--- src/rtl/frame_egress_requester.sv ---
// -----------------------------------------------------------------------------
// frame_egress_requester
//
// Purpose: pops frame descriptors {end_ptr, dest} from a sideband FIFO and
// streams the words between start_ptr and end_ptr out of a FWFT frame buffer
// as one AXI-Stream packet toward a switch. A stalled beat that reaches the
// timeout limit either replays the frame from start_ptr or drops it.
//
// Optional feature (macro REQ_RETRY_EN):
//   defined   - a timeout replays the frame up to MAX_RETRIES times, then drops
//   undefined - every timeout drops the frame (MAX_RETRIES is ignored)
//
// Ports:
//   clk, reset        clock (rising edge), synchronous active-high reset
//   scan_payload      ingress is currently receiving a payload
//   sideband_rdata    {end_ptr, dest}, valid the cycle after sideband_ren
//   sideband_empty    sideband FIFO empty
//   sideband_ren      single-cycle sideband pop
//   frame_rdata       FWFT word at frame_rptr
//   frame_rptr        frame buffer read pointer (with wrap bit)
//   frame_ren         advance frame_rptr by one
//   frame_rrst        pulse: frame_rptr loads frame_rst_rptr on the next edge
//   frame_rst_rptr    rewind target (start of the current frame)
//   m_t*              AXI-Stream master; m_tready is the only input
//   timeout           single-cycle pulse on each timeout event
//   drop_count        saturating count of dropped frames
//   dbg_state         current FSM state (debug visibility)
//
// Handshake: a beat transfers on a rising edge where m_tvalid & m_tready.
// m_tvalid is high exactly in REQ and STREAM and, once raised, m_tdata and
// m_tdest hold until the beat transfers or a timeout withdraws the frame.
// -----------------------------------------------------------------------------
module frame_egress_requester #(
  parameter int DATA_W      = 16,
  parameter int DEST_W      = 2,
  parameter int ADDR_W      = 11,
  parameter int TO_W        = 3,
  parameter int MAX_RETRIES = 2
) (
  input  logic                     clk,
  input  logic                     reset,
  input  logic                     scan_payload,
  input  logic [ADDR_W+DEST_W:0]   sideband_rdata,
  input  logic                     sideband_empty,
  output logic                     sideband_ren,
  input  logic [DATA_W-1:0]        frame_rdata,
  input  logic [ADDR_W:0]          frame_rptr,
  output logic                     frame_ren,
  output logic                     frame_rrst,
  output logic [ADDR_W:0]          frame_rst_rptr,
  output logic                     m_tvalid,
  input  logic                     m_tready,
  output logic [DATA_W-1:0]        m_tdata,
  output logic [DEST_W-1:0]        m_tdest,
  output logic                     m_tlast,
  output logic                     timeout,
  output logic [15:0]              drop_count,
  output logic [2:0]               dbg_state
);

  localparam int PTR_W   = ADDR_W + 1;
  localparam int RETRY_W = 3;

  typedef enum logic [2:0] {
    S_IDLE    = 3'd0,
    S_LOAD    = 3'd1,
    S_REWIND  = 3'd2,
    S_WAIT    = 3'd3,
    S_REQ     = 3'd4,
    S_STREAM  = 3'd5
  } state_t;

  state_t              state_q;
  logic [PTR_W-1:0]    start_q;
  logic [PTR_W-1:0]    end_q;
  logic [DEST_W-1:0]   dest_q;
  logic [TO_W-1:0]     to_q;
  logic [15:0]         drop_q;

  logic [PTR_W-1:0]    sb_end;
  logic [DEST_W-1:0]   sb_dest;
  logic [PTR_W-1:0]    next_rptr;
  logic                handshake;
  logic                timeout_fire;
  logic                retry_ok;

  assign sb_end  = sideband_rdata[ADDR_W+DEST_W:DEST_W];
  assign sb_dest = sideband_rdata[DEST_W-1:0];

  // Modulo-2^PTR_W compare, so frames that wrap the buffer end correctly.
  assign next_rptr = frame_rptr + PTR_W'(1);

  assign m_tvalid     = (state_q == S_REQ) || (state_q == S_STREAM);
  assign m_tdata      = frame_rdata;
  assign m_tdest      = dest_q;
  assign m_tlast      = m_tvalid && (next_rptr == end_q);
  assign handshake    = m_tvalid && m_tready;
  assign frame_ren    = handshake && !m_tlast;
  assign timeout_fire = m_tvalid && !m_tready && (&to_q);
  assign timeout      = timeout_fire;
  assign sideband_ren = (state_q == S_IDLE) && !sideband_empty;
  assign frame_rrst   = (state_q == S_REWIND);
  assign frame_rst_rptr = start_q;
  assign drop_count   = drop_q;
  assign dbg_state    = state_q;

`ifdef REQ_RETRY_EN
  logic [RETRY_W-1:0] retry_q;
  assign retry_ok = (retry_q < RETRY_W'(MAX_RETRIES));
`else
  logic unused_max_retries;
  assign unused_max_retries = (MAX_RETRIES > 7);
  assign retry_ok = 1'b0;
`endif

  always_ff @(posedge clk) begin
    if (reset) begin
      state_q <= S_IDLE;
      start_q <= '0;
      end_q   <= '0;
      dest_q  <= '0;
      to_q    <= '0;
      drop_q  <= '0;
`ifdef REQ_RETRY_EN
      retry_q <= '0;
`endif
    end else begin
      case (state_q)
        S_IDLE: begin
          to_q <= '0;
          if (!sideband_empty) state_q <= S_LOAD;
        end
        S_LOAD: begin
          end_q  <= sb_end;
          dest_q <= sb_dest;
          // A zero-length descriptor is consumed silently.
          state_q <= (sb_end == start_q) ? S_IDLE : S_REWIND;
        end
        S_REWIND: state_q <= S_WAIT;
        S_WAIT: begin
          if (scan_payload || !sideband_empty) state_q <= S_REQ;
        end
        S_REQ, S_STREAM: begin
          if (handshake) begin
            to_q <= '0;
            if (m_tlast) begin
              start_q <= end_q;
              state_q <= S_IDLE;
`ifdef REQ_RETRY_EN
              retry_q <= '0;
`endif
            end else begin
              state_q <= S_STREAM;
            end
          end else if (timeout_fire) begin
            // Restart the stall timer so a replay gets a full window.
            to_q <= '0;
            if (retry_ok) begin
`ifdef REQ_RETRY_EN
              retry_q <= retry_q + RETRY_W'(1);
`endif
              state_q <= S_REWIND;
            end else begin
              start_q <= end_q;
              state_q <= S_IDLE;
              if (drop_q != 16'hFFFF) drop_q <= drop_q + 16'd1;
`ifdef REQ_RETRY_EN
              retry_q <= '0;
`endif
            end
          end else begin
            to_q <= to_q + TO_W'(1);
          end
        end
        default: state_q <= S_IDLE;
      endcase
    end
  end

endmodule

--- config.mk ---
export PLATFORM = sky130hd
export DESIGN_NAME = frame_egress_requester
export DESIGN_NICKNAME = d
export VERILOG_FILES = /design/src/rtl/frame_egress_requester.sv
export SDC_FILE = /design/constraint.sdc
export NUM_CORES = 1
export LEC_CHECK = 0
export CAP_MARGIN = 20
export CORE_MARGIN = 3
export CORE_UTILIZATION = 37
export CTS_BUF_LIST = sky130_fd_sc_hd__clkbuf_4 sky130_fd_sc_hd__clkbuf_8 sky130_fd_sc_hd__clkbuf_16
export DETAILED_ROUTE_END_ITERATION = 6
export GPL_TIMING_DRIVEN = 0
export PLACE_DENSITY = 0.7
export SYNTH_ARGS = -nofsm -noshare
export SYNTH_HDL_FRONTEND = slang
export SYNTH_SLANG_ARGS = --single-unit
--- constraint.sdc ---
create_clock -name clk -period 2.4 [get_ports clk]
set_input_delay 0.36 -clock clk [delete_from_list [all_inputs] [get_ports clk]]
set_output_delay 0.36 -clock clk [all_outputs]
set_load 0.1 [all_outputs]
==> results.json <==
{
  "status": "finished with violations",
  "violations": "negative setup slack",
  "die_y_microns": 90.31,
  "vias_per_cell": 5.074,
  "leakagePower_nw": 1.514,
  "port_buffers": 85,
  "nNetsFinal": 470,
  "synth.area.top_cells": "dfxtp_1, xor2_1, nand2_1",
  "p_seq_share_pct": 42.5,
  "cts.sinks": 48,
  "die_x_microns": 90.31,
  "grt.busiest_layer": "met2",
  "numCtsBuffers": 5,
  "fin_total_pwr_mw": 2.020,
  "pwr-share-clk_pct": 26.5,
  "post-route-period-util_pct": 108.7,
  "grt.met2_usage_pct": 32.98,
  "max-clock-path-buffers": 2,
  "synth.ff_latch_count": 48,
  "syn_avg_cell_area_sq_um": 8.323,
  "cp-start-kind": "input port",
  "antenna_found_initial": 0,
  "period_needed_ns": 2.609,
  "slew_viol_final": 0,
  "async_flop_share_pct": 0,
  "htreeDepth": 2,
  "synth_edf_count": 0,
  "area_growth_pct": 50.10,
  "critPathArrivalTime_ns": 2.25,
  "ir_drop_mv": 0.2450,
  "coreArea_sq_mm": 0.006832,
  "timing.critical_path.mode_cell": "buf_6",
  "utilization_pct": 57.78,
  "synth_nets": 367,
  "endpoint_kind": "output pin",
  "clk_pin_slew_ns": 0.08,
  "setup_viol": 6,
  "path_max_fanout": 7,
  "drive_gt1_share_pct": 18.81,
  "synth_warnings": 0,
  "clock_latency_ns": 0.30,
  "switching_share_pct": 35.01,
  "rsz0062_at_grt": "yes",
  "slew_headroom_pct": 32.46,
  "grtUsageMet3_pct": 5.417,
  "drt_iter0_markers": 114,
  "grt_pass1_vias": 2613,
  "ctsHoldBuffers": 0,
  "worstSetupPathType": "in -> out",
  "grt_overflow_total": 0,
  "fin_area_sq_mm": 0.003948,
  "synth_area_sq_mm": 0.002630,
  "rows": 30,
  "dr_total_vias": 2618,
  "dp.cells": 497,
  "comb_power_share_pct": 31.0,
  "intPower_mw": 1.313,
  "fin_skew_ns": 0.006031,
  "fill_cells": 636,
  "gp_congestion": 0.9168,
  "placed_area_sq_mm": 0.003666,
  "setup_slack_ns": -0.2090,
  "ys_types": 45,
  "root_buffer": "clkbuf_8",
  "cap_violations": 0,
  "cp_data_required_time_ns": 2.04,
  "design.die.area_sq_mm": 0.008156,
  "syn_inst": 316,
  "drc": 0,
  "synth_top_area_share_pct": 36.54,
  "grt_pass1_wl_mm": 12.37,
  "ios": 102,
  "synth_top_cell_by_area": "dfxtp_1",
  "ys_seq_area_share_pct": 36.54,
  "wl_per_cell_microns": 14.66,
  "diodes": 0,
  "synth_ff_type": "dfxtp_1",
  "initial_utilization_pct": 38.50,
  "grt_max_degree": 15,
  "fin_cells": 516,
  "totalWireLength_mm": 7.563,
  "postRouteAntennaNets": 0,
  "tritoncts": "done",
  "hp-class": "reg -> reg",
  "gr-usage-met1_pct": 21.44,
  "worst_slew_pin_slew_ns": 1.010,
  "hold_viol_final": 0,
  "crit_chain": "buf_6 > and4_1 > buf_6 > buf_4 > and3_1 > nor4b_1 > a311oi_1 > o21ai_1 > a21o_1 > clkinvlp_4 > buf_12",
  "fmax_mhz": 383.3,
  "worst_path_largest_cell_delay_ns": 0.28,
  "grtUsageTotal_pct": 18.44,
  "p_per_area_mw_per_mm2": 511.8,
  "place.detailed.hpwl_mm": 5.609,
  "switchingPower_mw": 0.7073,
  "slowest_stage": "nor4b_1",
  "drt_pre_antenna_iters": 4
}
## synth_stat cells (3+ instances only)
cell and number:
nor3_1 5, o21ai_1 4, dfxtp_1 48, clkbuf_1 6
nand2_1 44, nand4_1 6, nand3_1 14, and2_1 5
and3_1 6, inv_1 3, xor2_1 24, ha_1 4
a21oi_1 24, a22o_1 12, a31oi_1 3, xnor2_1 15
nor2_1 27, nor4_1 9, buf_4 19
## cell families after synthesis
kind of cell	count (synthesis)	synth area share, %
AO/OA/AOI/OAI	59	15.32
XOR/XNOR	39	12.99
adder cells (fa/ha/maj)	4	1.903
buffers and inverters	33	7.707
flip-flops	48	36.54
multiplexers	2	0.7612
AND/OR/NAND/NOR	131	24.79
## power by group through the flow
| stage | Sequential (mW) | Combinational [mW] | Clock (mW) |
|---|---|---|---|
| 3_3_place_gp | 0.874 | 0.603 | 0 |
| 4_1_cts | 0.858 | 0.623 | 0.546 |
| 3_5_place_dp | 0.876 | 0.609 | 0 |
| 2_1_floorplan | 0.934 | 0.376 | 0 |
| 5_1_grt | 0.863 | 0.666 | 0.583 |
| 6_report | 0.859 | 0.626 | 0.535 |
## final cells by class
| cell class | instances | area (sq um) | area share, % |
|---|---|---|---|
| buffer | 28 | 195.2 | 4.945 |
| clock buffer | 8 | 103.9 | 2.631 |
| inverter | 5 | 31.28 | 0.7924 |
| multi-input combinational | 235 | 1573 | 39.84 |
| sequential | 48 | 978.4 | 24.79 |
| tap | 96 | 120.1 | 3.043 |
| timing repair buffer | 96 | 945.9 | 23.96 |
## stage by stage
step,worst slack (ns),setup TNS (ns),hold slack [ns]
final,-0.2090,-0.3628,0.4681
after global routing,-0.2992,-1.651,0.5067
after CTS,-0.2185,-0.3931,0.4753
after detailed placement,-1.615,-12.27,0.4632
after global placement,-1.599,-11.70,0.4463
after floorplan,-0.1750,-0.6463,0.4613
## state kept, by name (all words and copies together) (netlist names)
| register | count |
|---|---|
| frame_rst_rptr | 12 |
| dbg_state | 3 |
| drop_count | 16 |
| m_tdest | 2 |
| to_q | 3 |
| end_q | 12 |
## worst paths after layout
path	startpoint	to	slack (ns)	depth (start not counted)
worst max-delay path	frame_rptr[2]	frame_ren	-0.21	11
worst min-delay path	m_tdest[1]$_SDFFE_PP0P_	m_tdest[1]$_SDFFE_PP0P_	0.47	2
worst max register to register	end_q[11]$_SDFFE_PP0P_	frame_rst_rptr[8]$_SDFFE_PP0P_	0.02	11
worst min register to register	m_tdest[1]$_SDFFE_PP0P_	m_tdest[1]$_SDFFE_PP0P_	0.47	2
## worst max-delay path, delay by kind of cell
family | cells | cell delay (ns)
compound gates | 3 | 0.60
buf+inv | 5 | 0.65
simple gates | 3 | 0.64
## per-layer routing
metal	part of all wire (%)	vias to the layer above	routed length (microns)
met5	0	-	0
met4	2.0	0	150
met3	6.6	16	497
met2	50	94	3782
met1	41	1202	3133
li1	-	1306	-
## layout by cell type, fill, tap and decap left out, drive strengths merged, types with 6 or more instances in the layout
master / count
clkdlybuf4s50: 66
dfxtp: 48
nand2: 45
buf: 42
nor2: 27
a21oi: 25
xor2: 24
xnor2: 15
nand3: 14
clkbuf: 14
a22o: 12
nor4: 10
nand4: 6
and3: 6
o21ai: 6
## what timing repair did
action / 4_1_cts / 5_1_grt
endpoints found under the setup margin: 22 / 14
buffers inserted: 10 / 1
pin swaps: 11 / 7
resized for setup: 80 / 8
(Power assumes the default switching activity.)
